`src/rtl/cart_sdram_arbiter.sv`:
```
// Cartridge SDRAM arbiter: shares one single-outstanding SDRAM port between a ROM loader
// (write-only, highest priority) and two round-robin slots A and B.
// Optional feature macro: CART_ARB_LOADER_EN (loader port arbitrated when defined; otherwise
// ld_* inputs are ignored and ld_ack is tied low).
module cart_sdram_arbiter #(
  parameter int unsigned ADDR_W  = 25,
  parameter int unsigned TIMEOUT = 15
) (
  input  logic              clk,
  input  logic              reset,
  // Loader
  input  logic              ld_req,
  output logic              ld_ack,
  input  logic [ADDR_W-1:0] ld_addr,
  input  logic [7:0]        ld_data,
  // Slot A
  input  logic              a_req,
  input  logic              a_we,
  input  logic [ADDR_W-1:0] a_addr,
  input  logic [7:0]        a_wdata,
  output logic [7:0]        a_rdata,
  output logic              a_ack,
  // Slot B
  input  logic              b_req,
  input  logic              b_we,
  input  logic [ADDR_W-1:0] b_addr,
  input  logic [7:0]        b_wdata,
  output logic [7:0]        b_rdata,
  output logic              b_ack,
  // Memory side
  output logic              sd_req,
  output logic              sd_we,
  output logic [ADDR_W-1:0] sd_addr,
  output logic [7:0]        sd_wdata,
  input  logic [7:0]        sd_rdata,
  input  logic              sd_ready,
  output logic              busy
);

  localparam int unsigned CntW = (TIMEOUT > 1) ? $clog2(TIMEOUT) : 1;
  // Last WAIT cycle index; sd_ready in this cycle still wins over the abort.
  localparam logic [CntW-1:0] CntLast = CntW'(TIMEOUT - 1);

  typedef enum logic [1:0] {StIdle, StIssue, StWait, StDone} state_t;
  typedef enum logic [1:0] {GntLd, GntA, GntB} gnt_t;

  state_t            state_q;
  gnt_t              gnt_q;
  logic              last_b_q;    // 1: slot B was granted last, so A wins the next tie
  logic [CntW-1:0]   wait_cnt_q;
  logic              ld_ack_q;

  logic              ld_pending;
  logic              grant_valid;
  gnt_t              grant_sel;
  logic [ADDR_W-1:0] grant_addr;
  logic              grant_we;
  logic [7:0]        grant_wdata;
  logic [7:0]        rd_value;

`ifdef CART_ARB_LOADER_EN
  assign ld_pending = ld_req;
  assign ld_ack     = ld_ack_q;
`else
  logic unused_ld;
  assign ld_pending = 1'b0;
  assign ld_ack     = 1'b0;
  assign unused_ld  = ^{ld_req, ld_ack_q};
`endif

  assign busy = (state_q != StIdle);

  // Aborted reads return all-ones.
  assign rd_value = sd_ready ? sd_rdata : 8'hFF;

  // Pick the requester to serve next: loader first, then A/B round-robin.
  always_comb begin
    grant_valid = 1'b1;
    grant_sel   = GntA;
    if (ld_pending) begin
      grant_sel = GntLd;
    end else if (a_req && b_req) begin
      grant_sel = last_b_q ? GntA : GntB;
    end else if (a_req) begin
      grant_sel = GntA;
    end else if (b_req) begin
      grant_sel = GntB;
    end else begin
      grant_valid = 1'b0;
    end
  end

  // Select the command fields of the chosen requester; the loader always writes.
  always_comb begin
    grant_addr  = a_addr;
    grant_we    = a_we;
    grant_wdata = a_wdata;
    case (grant_sel)
      GntLd: begin
        grant_addr  = ld_addr;
        grant_we    = 1'b1;
        grant_wdata = ld_data;
      end
      GntB: begin
        grant_addr  = b_addr;
        grant_we    = b_we;
        grant_wdata = b_wdata;
      end
      default: begin
        grant_addr  = a_addr;
        grant_we    = a_we;
        grant_wdata = a_wdata;
      end
    endcase
  end

  // Transaction FSM with registered memory-side and acknowledge outputs.
  always_ff @(posedge clk) begin
    if (reset) begin
      state_q    <= StIdle;
      gnt_q      <= GntA;
      last_b_q   <= 1'b1;
      wait_cnt_q <= '0;
      sd_req     <= 1'b0;
      sd_we      <= 1'b0;
      sd_addr    <= '0;
      sd_wdata   <= '0;
      a_ack      <= 1'b0;
      b_ack      <= 1'b0;
      ld_ack_q   <= 1'b0;
      a_rdata    <= 8'hFF;
      b_rdata    <= 8'hFF;
    end else begin
      // Strobes and acks are single-cycle pulses.
      sd_req   <= 1'b0;
      a_ack    <= 1'b0;
      b_ack    <= 1'b0;
      ld_ack_q <= 1'b0;
      case (state_q)
        StIdle: begin
          if (grant_valid) begin
            gnt_q    <= grant_sel;
            sd_addr  <= grant_addr;
            sd_we    <= grant_we;
            sd_wdata <= grant_wdata;
            sd_req   <= 1'b1;
            state_q  <= StIssue;
            if (grant_sel == GntA) begin
              last_b_q <= 1'b0;
            end else if (grant_sel == GntB) begin
              last_b_q <= 1'b1;
            end
          end
        end
        StIssue: begin
          wait_cnt_q <= '0;
          state_q    <= StWait;
        end
        StWait: begin
          if (sd_ready || (wait_cnt_q == CntLast)) begin
            if (!sd_we) begin
              if (gnt_q == GntA) begin
                a_rdata <= rd_value;
              end else if (gnt_q == GntB) begin
                b_rdata <= rd_value;
              end
            end
            a_ack    <= (gnt_q == GntA);
            b_ack    <= (gnt_q == GntB);
            ld_ack_q <= (gnt_q == GntLd);
            state_q  <= StDone;
          end else begin
            wait_cnt_q <= wait_cnt_q + CntW'(1);
          end
        end
        StDone: begin
          // Command fields return to zero so an idle bus is all-zero.
          sd_we    <= 1'b0;
          sd_addr  <= '0;
          sd_wdata <= '0;
          state_q  <= StIdle;
        end
        default: begin
          state_q <= StIdle;
        end
      endcase
    end
  end

endmodule

```
`config.mk`:
```
export PLATFORM = sky130hd
export DESIGN_NAME = cart_sdram_arbiter
export DESIGN_NICKNAME = d
export VERILOG_FILES = /design/src/rtl/cart_sdram_arbiter.sv
export SDC_FILE = /design/constraint.sdc
export NUM_CORES = 1
export LEC_CHECK = 0
export ABC_AREA = 0
export BUFFER_PORTS_ARGS = -buffer_cell sky130_fd_sc_hd__buf_2
export CAP_MARGIN = 10
export CELL_PAD_IN_SITES_DETAIL_PLACEMENT = 1
export CELL_PAD_IN_SITES_GLOBAL_PLACEMENT = 2
export CORE_ASPECT_RATIO = 1.4
export CORE_UTILIZATION = 26
export DETAILED_ROUTE_END_ITERATION = 7
export GPL_TIMING_DRIVEN = 0
export PLACE_DENSITY_LB_ADDON = 0.25
export SYNTH_ARGS = -nofsm -noshare
export SYNTH_HDL_FRONTEND = slang
export SYNTH_SLANG_ARGS = --single-unit
```
`constraint.sdc`:
```
create_clock -name clk -period 2.9 [get_ports clk]
set_clock_uncertainty 0.15 [all_clocks]
set_input_delay 0.58 -clock clk [delete_from_list [all_inputs] [get_ports clk]]
set_output_delay 0.58 -clock clk [all_outputs]
set_load 0.02 [all_outputs]
```
* Yosys cells after proc, flatten, opt, wreduce, memory -nomap -nowiden *
Index checks and enable logic that the tools add are counted.

storage, ports and cells
  word-level logic and storage cells = 71
  flip-flop bits (word level) = 62
  output and inout port bits = 55

operators by class
  reductions and logical operators = 17
  add/sub/neg operators = 1
  bitwise logic cells = 5
  eq/ne operators = 11
  muxes and demuxes = 25

operators with widths
  operator                                                                count
  25-bit case mux with 2 select lines                                     2
  8-bit case mux with 2 select lines                                      2
  25-bit 2-to-1 mux                                                       1
  8-bit 2-to-1 mux                                                        2
  2-bit 2-to-1 mux                                                        6
  2-bit equality test (second input constant)                             4
  2-bit case mux with 4 select lines                                      1
  4-bit case mux with 2 select lines                                      1
  2-bit AND reduction                                                     4
  2-bit nonzero test                                                      4
  1-bit 2-to-1 mux                                                        7
  2-bit by 1-bit equality test with 1-bit output (second input constant)  3
  2-bit inequality test (second input constant)                           3
  1-bit NOT                                                               5
  5-bit AND reduction                                                     1
  4-bit by 1-bit adder with 4-bit output (second input constant)          1
  4-bit equality test (second input constant)                             1
  2-bit zero test                                                         2
  4-bit 2-to-1 mux                                                        1
  1-bit case mux with 2 select lines                                      2
  4-bit AND reduction                                                     1
  3-bit AND reduction                                                     1
  3-bit OR reduction                                                      1
  2-bit OR reduction                                                      1
  other kinds (2)                                                         2

* Logic depth before layout (Yosys ltp) *
Gate-level depths: netlist of run 1.

  word-level depth = 7
  gate-level depth with buffers = 7

* Worst setup path after synthesis of run 1 *
Ideal clock, no wire load.

  kind = register to register
  start = register state_q[0]
  end = register sd_addr[0]
  required time = 2.680 ns
  path slack = 1.022 ns
  clock period less this slack = 1.878 ns
  path buffers = 2
  stages on the path, launching flop included = 8
  arrival time = 1.657 ns
  path through = dfxtp_1 -> inv_1 -> ha_1 -> inv_2 -> or4_4 -> buf_6 -> buf_8 -> o2bb2ai_1

between the ends
  cells in the longest elaborated chain, start to end = 3

RTL lines
  element                                                                RTL line  text
  start: declaration                                                     47        state_t state_q;
  start signal: assignment                                               120       state_q <= StIdle;
  start signal: assignment                                               147       state_q <= StIssue;
  start signal: assignment                                               157       state_q <= StWait;
  2-bit equality test or 2-bit zero test (tied branches)                 139       case (state_q)
  2-bit nonzero test (no line) or 2-bit inequality test (tied branches)  --
  2-bit AND reduction (no line)                                          --
  end signal: assignment                                                 143       sd_addr <= grant_addr;
  end: declaration                                                       33        output logic [ADDR_W-1:0] sd_addr,

Several ways; a longest one is shown, not always the timed one.
A chain may end at the register's enable or synchronous reset.

* Final worst setup path of run 1 *
  start = register state_q[0]
  end = register sd_addr[5]

Same word-level chain as after synthesis.

==> impl_metrics.json, run 1 <==
{
  "track_usage": 0.1438,
  "netlist_instances": 250,
  "synthToLayoutAreaGrowth_pct": 42.45,
  "globalplace.congestion": 0.7333,
  "grt_pass1_wl_mm": 11.75,
  "wl_met3_um": 573,
  "core_um2": 10060,
  "antenna_found_initial": 0,
  "slew_violations": 0,
  "fmax_mhz": 477.5,
  "drt-initial-drc-count": 82,
  "ios": 170,
  "holdWs_ns": 0.3035,
  "power_density_nw_per_um2": 856.2,
  "rrSetupSlack_ns": 0.81,
  "path_cells": "inv_1, ha_1, or3b_1, a21oi_4, buf_2, o2bb2ai_1",
  "crit_fanout": 10,
  "cts_buffer_depth": 2,
  "synth_top_area_cell": "dfxtp_1",
  "die_h_um": 123.0,
  "ys_seq_area_frac": 0.4567,
  "period_minus_slack_ns": 2.094,
  "grt_setup_unrepaired": "no",
  "cts_tree": "built",
  "ir_drop_uv": 293.0,
  "synth-main-ff-cell": "dfxtp_1",
  "synth_warnings": 0,
  "synth_edf_count": 0,
  "clock_latency_ns": 0.33,
  "cts-hold-fix-buffers": 0,
  "fin_nets": 517,
  "drive_above_1_share": 0.4175,
  "routed.top_layer": "met4",
  "crit_path_end_kind": "flop",
  "cp.required_ns": 3.00,
  "outcome": "complete, no violations",
  "async_flop_share": 0,
  "slowest_delay_ns": 0.45,
  "worst_setup_path_start_kind": "flop",
  "rows": 43,
  "critical_path_class": "reg -> reg",
  "wl_per_cell_um": 14.29,
  "tns_ns": 0,
  "yosys.cell_types.count": 37,
  "cp_data_arrival_time_ns": 2.20,
  "syn_area_um2": 2718,
  "die_w_um": 88.41,
  "grt_pass1_vias": 2448,
  "wl_met1_mm": 3.146,
  "hold_viol": 0,
  "drt_wl_total_mm": 7.646,
  "ant_nets": 0,
  "portBuffers": 134,
  "first_pass_iters": 2,
  "start_util": 0.2701,
  "cap_viol_max_count": 0,
  "leakagePower_nw": 1.832,
  "setup_violations": 0,
  "dpl.hpwl_mm": 5.997,
  "clock-sinks": 62,
  "drt-vias-per-instance": 4.551,
  "gr-total-overflow": 0,
  "cts_resized": 0,
  "clkTransAtPathRegs_ns": 0.05,
  "drc": 0,
  "die_area_um2": 10870,
  "layout_common_cells": "buf_2 (142), dfxtp_1 (62), mux2i_1 (53)",
  "worstMarginPinSlew_ns": 0.5743,
  "grt_max_degree": 12,
  "post_cts_buffers": 0,
  "htreeDepth": 3,
  "yosys.area.top_type_share": 0.4567,
  "ys_ff_latch": 62,
  "period_share": 0.7221,
  "cts_buffers": 9,
  "routed-wl-met2_mm": 3.782,
  "slowest_stage": "or3b_1",
  "syn_avg_cell_area_um2": 10.87,
  "mostFrequentLayoutCell": "buf_2",
  "insertedDiodeCount": 0,
  "vias": 2435,
  "cts_root_buf": "clkbuf_16",
  "syn_nets": 372,
  "synth_area_leaders": "dfxtp_1 (46%), mux2i_1 (20%), o2bb2ai_1 (11%), ha_1 (3.2%), nor2_1 (2.8%)",
  "timing.slew.headroom": 0.6161,
  "worstHoldPathType": "reg -> reg"
}
==> cells in the mapped netlist, types with 2 or more instances <==
master / instances
nor3_1: 2
buf_2: 8
o2bb2ai_1: 34
dfxtp_1: 62
a21oi_1: 4
buf_8: 3
clkbuf_1: 4
inv_1: 4
nand3b_1: 2
o211ai_1: 2
nand2b_1: 3
or3_1: 3
nor3b_1: 10
nand3_1: 5
ha_1: 7
nor2_1: 20
mux2i_1: 53
nor4b_1: 2
nand2_1: 4
==> power breakdown <==
group / total (mW) / internal [mW] / leakage, nW / switching (mW)
registers: 1.12 / 1.03 / 0.507 / 0.0960
clock network: 1.14 / 0.746 / 0.159 / 0.389
logic: 1.05 / 0.422 / 1.17 / 0.633
==> kinds of logic (layout without fill, tap and decap cells) <==
logic type                 Yosys count  in the layout  synth area share
DFF                                 62             62            0.4567
and+or+nand+nor                     55             55            0.1114
muxes                               53             53            0.1952
AOI/OAI and AO/OA                   49             49            0.1510
buffers and inverters               23            173           0.05202
adders and majority gates            7              7           0.03223
other                                1              1          0.001380
==> worst paths after layout <==
kind	startpoint	to	cells after the start
setup reg to reg	state_q[0]$_SDFFE_PP0P_	sd_addr[5]$_SDFFE_PP0P_	6
hold / removal	sd_wdata[3]$_SDFFE_PP0P_	sd_wdata[3]$_SDFFE_PP0P_	1
setup / recovery	state_q[0]$_SDFFE_PP0P_	sd_addr[5]$_SDFFE_PP0P_	6
hold reg to reg	sd_wdata[3]$_SDFFE_PP0P_	sd_wdata[3]$_SDFFE_PP0P_	1
==> worst max-delay path: cells and delay by family, from the launching register on <==
kind,cells,cell delay (ns)
and+or+nand+nor,1,0.45
DFF,1,0.32
buffers and inverters,2,0.39
adders and majority gates,1,0.31
AOI/OAI and AO/OA,2,0.39
==> metrics by stage <==
stage | instance area, um2 | setup WS, ns | utilization | power [mW] | std cells
2_1_floorplan | 2718 | 1.022 | - | 1.851 | 250
3_3_place_gp | 3557 | 0.7654 | 0.3536 | 2.199 | 519
3_5_place_dp | 3557 | 0.7522 | 0.3536 | 2.222 | 519
4_1_cts | 3871 | 0.7421 | 0.3848 | 3.376 | 535
5_1_grt | 3871 | 0.6168 | 0.3848 | 3.517 | 535
6_report | 3871 | 0.8058 | 0.3848 | 3.315 | 535
==> registers in the layout (all words and copies together), names as in the netlist, 2 cells and up <==
signal      count
state_q         2
gnt_q           2
sd_addr        25
sd_wdata        8
b_rdata         8
a_rdata         8
wait_cnt_q      4
==> per-layer routing <==
layer	vias up	GRT usage
li1	1202	-
met5	-	0
met4	0	0.05847
met2	101	0.2620
met1	1120	0.1490
met3	12	0.04673
==> final cells by class <==
type                    instances  area (um2)
fillers                      1199        6190
repair buffers                134       670.6
plain buffers                  18       122.6
flip-flops and latches         62        1241
multi-input cells             165        1335
inverters                       5       18.77
well taps                     135       168.9
clock buffers                   9       225.2
clock inverters                 7       88.84
(Power assumes the default switching activity.)
==> inputs of run 2 (changes only) <==
--- a/config.mk
+++ b/config.mk
@@ -11,7 +11,7 @@
 export CELL_PAD_IN_SITES_DETAIL_PLACEMENT = 1
 export CELL_PAD_IN_SITES_GLOBAL_PLACEMENT = 2
 export CORE_ASPECT_RATIO = 1.4
-export CORE_UTILIZATION = 26
+export CORE_UTILIZATION = 21
 export DETAILED_ROUTE_END_ITERATION = 7
 export GPL_TIMING_DRIVEN = 0
 export PLACE_DENSITY_LB_ADDON = 0.25
==> constraint.sdc (replaced) <==
create_clock -name clk -period 1.73 [get_ports clk]
set_clock_uncertainty 0.15 [all_clocks]
set_input_delay 0.346 -clock clk [delete_from_list [all_inputs] [get_ports clk]]
set_output_delay 0.346 -clock clk [all_outputs]
set_load 0.02 [all_outputs]
==> run 2 against run 1 <==
The run now ends with DRC, setup timing left; sequential share of layout area fell by 3.8 points; combinational power rose to 2.5 times the previous value; cell count rose by 5.0%; register-to-register slack got worse by 0.88 ns; clock power rose by 39%; core utilization fell by 3.0 points; total power rose by 88%; global-route usage fell by 2.1 points; first-iteration DRC count fell by 51%; highest routed layer unchanged.
==> impl_metrics.json, run 2 (synthesized netlist as in run 1, its figures left out) <==
{
  "cp_data_arrival_time_ns": 1.92,
  "worstMarginPinSlew_ns": 0.5753,
  "period_minus_slack_ns": 1.808,
  "dpl_cell_area_um2": 3592,
  "path_cells": "inv_4, ha_4, inv_4, or4_4, clkbuf_16, o2bb2ai_2",
  "ant_nets": 0,
  "core_um2": 12490,
  "drt_wl_total_mm": 8.831,
  "n_fill_cell": 1401,
  "portBuffers": 134,
  "drc": 16,
  "synthToLayoutAreaGrowth_pct": 63.26,
  "drive_above_1_share": 0.5413,
  "power_density_nw_per_um2": 1403,
  "first_pass_iters": 8,
  "grt_pass1_wl_mm": 12.77,
  "slowest_delay_ns": 0.65,
  "p_sw_frac": 0.3651,
  "cts_tree": "built",
  "violations": "DRC, setup timing",
  "critPathMostFrequentCell": "inv_4",
  "wl_per_cell_um": 15.71,
  "timing.slew.headroom": 0.6165,
  "die_h_um": 136.6,
  "pwr-share-comb": 0.428,
  "rows": 48,
  "die_w_um": 98.15,
  "cts-hold-fix-buffers": 0,
  "critical_path_class": "reg -> reg",
  "gr-total-overflow": 0,
  "tns_ns": -2.056,
  "leakagePower_nw": 2.011,
  "outcome": "finished with violations",
  "htreeDepth": 3,
  "worstHoldPathType": "in -> reg",
  "power_frac_seq": 0.316,
  "clkTransAtPathRegs_ns": 0.05,
  "globalplace.congestion": 0.7271,
  "p_int_mw": 3.951,
  "crit_fanout": 6,
  "ios": 170,
  "design_area_um2": 4437,
  "cp.required_ns": 1.84,
  "pwr-share-clk": 0.255,
  "cts_buffer_depth": 2,
  "drt-vias-per-instance": 4.473,
  "layout_common_cells": "buf_2 (134), dfxtp_1 (59), mux2i_1 (53)",
  "grt_setup_unrepaired": "yes",
  "layout.cells.non_filler": 562,
  "antenna_found_initial": 0,
  "holdWs_ns": 0.1352,
  "fin_nets": 530,
  "clock-sinks": 62,
  "cap_viol_max_count": 0,
  "grt_pass1_vias": 2522,
  "setup_violations": 34,
  "p_sw_mw": 2.273,
  "clock_latency_ns": 0.33,
  "track_usage": 0.1227,
  "die_area_um2": 13410,
  "mostFrequentLayoutCell": "buf_2",
  "vias": 2514,
  "fmax_mhz": 553.0,
  "multi_input_area_um2": 1687,
  "worst_setup_path_start_kind": "flop",
  "ir_drop_uv": 424.2,
  "top_register": "sd_addr",
  "drt-initial-drc-count": 40,
  "grt_max_degree": 11,
  "slowest_stage": "or4_4",
  "period_share": 1.045,
  "hold_viol": 0,
  "cts_root_buf": "clkbuf_16",
  "slew_violations": 0,
  "register_area_um2": 1252,
  "insertedDiodeCount": 0,
  "cts_buffers": 9,
  "dpl.hpwl_mm": 6.107,
  "setup_ws_ns": -0.07821,
  "dp.cells": 534,
  "start_util": 0.2175,
  "crit_path_end_kind": "flop",
  "largest_reg_flops": 25
}
-- run 2: cell types whose count changed in the layout (fill, tap and decap cells not counted), moves of 4 or more --
cell / before / now
buf_2: 142 / 134
o2bb2ai_4: 0 / 7
o2bb2ai_1: 34 / 4
clkbuf_4: 0 / 4
o2bb2ai_2: 0 / 23
buf_4: 1 / 9
clkbuf_16: 9 / 13
-- run 2: through the flow --
| step | utilization | setup WS, ns | total power, mW |
|---|---|---|---|
| floorplan | - | 0.004074 | 3.154 |
| global placement | 0.2876 | -0.2424 | 3.760 |
| detailed placement | 0.2876 | -0.2786 | 3.785 |
| CTS | 0.3174 | -0.06870 | 5.636 |
| global route | 0.3552 | -0.1352 | 6.581 |
| finish | 0.3552 | -0.07821 | 6.224 |
-- run 2: area by class of cell --
type	count	share of cell area
clock inverter	5	0.006204
buffer	16	0.03553
timing repair buffer	148	0.1960
clock buffer	10	0.05161
inverter	5	0.005922
multi-input combinational	166	0.3801
sequential	62	0.2823
tap	150	0.04230
-- run 2: worst max-delay path, delay by kind of cell (launching register included) --
| family | cells | cell delay [ns] |
|---|---|---|
| fa+ha+maj | 1 | 0.15 |
| buf+inv | 3 | 0.31 |
| compound gates | 1 | 0.11 |
| simple gates | 1 | 0.65 |
| flops | 1 | 0.36 |
-- run 2: final timing paths --
| kind | from | to | slack, ns | depth (start not counted) |
|---|---|---|---|---|
| worst max-delay path | state_q[1]$_SDFFE_PP0P_ | sd_we$_SDFFE_PP0P_ | -0.08 | 6 |
| worst min-delay path | sd_rdata[3] | b_rdata[3]$_SDFFE_PP1P_ | 0.14 | 3 |
| worst max register to register | state_q[1]$_SDFFE_PP0P_ | sd_we$_SDFFE_PP0P_ | -0.08 | 6 |
| worst min register to register | sd_wdata[2]$_SDFFE_PP0P_ | sd_wdata[2]$_SDFFE_PP0P_ | 0.31 | 1 |
-- run 2: repair_timing --
item                       4_1_cts  5_1_grt
buffers inserted                 7        2
gates cloned                     1        5
pin swaps                        2       23
resized for setup               18       58
setup endpoints to repair       51       54
-- run 2: metal layers --
layer,track usage,share of wire,vias to the layer above
met4,0.05970,0.019,0
li1,-,-,1239
met3,0.03830,0.082,12
met5,0,0,-
met1,0.1352,0.41,1156
met2,0.2140,0.49,107
-- run 2: power by group through the flow --
stage	registers (mW)	clock network [mW]	logic (mW)
floorplan	2.21	0	0.946
detailed placement	1.92	0	1.86
CTS	1.91	1.63	2.10
global route	2.01	1.71	2.86
finish	1.97	1.59	2.67
global placement	1.91	0	1.85
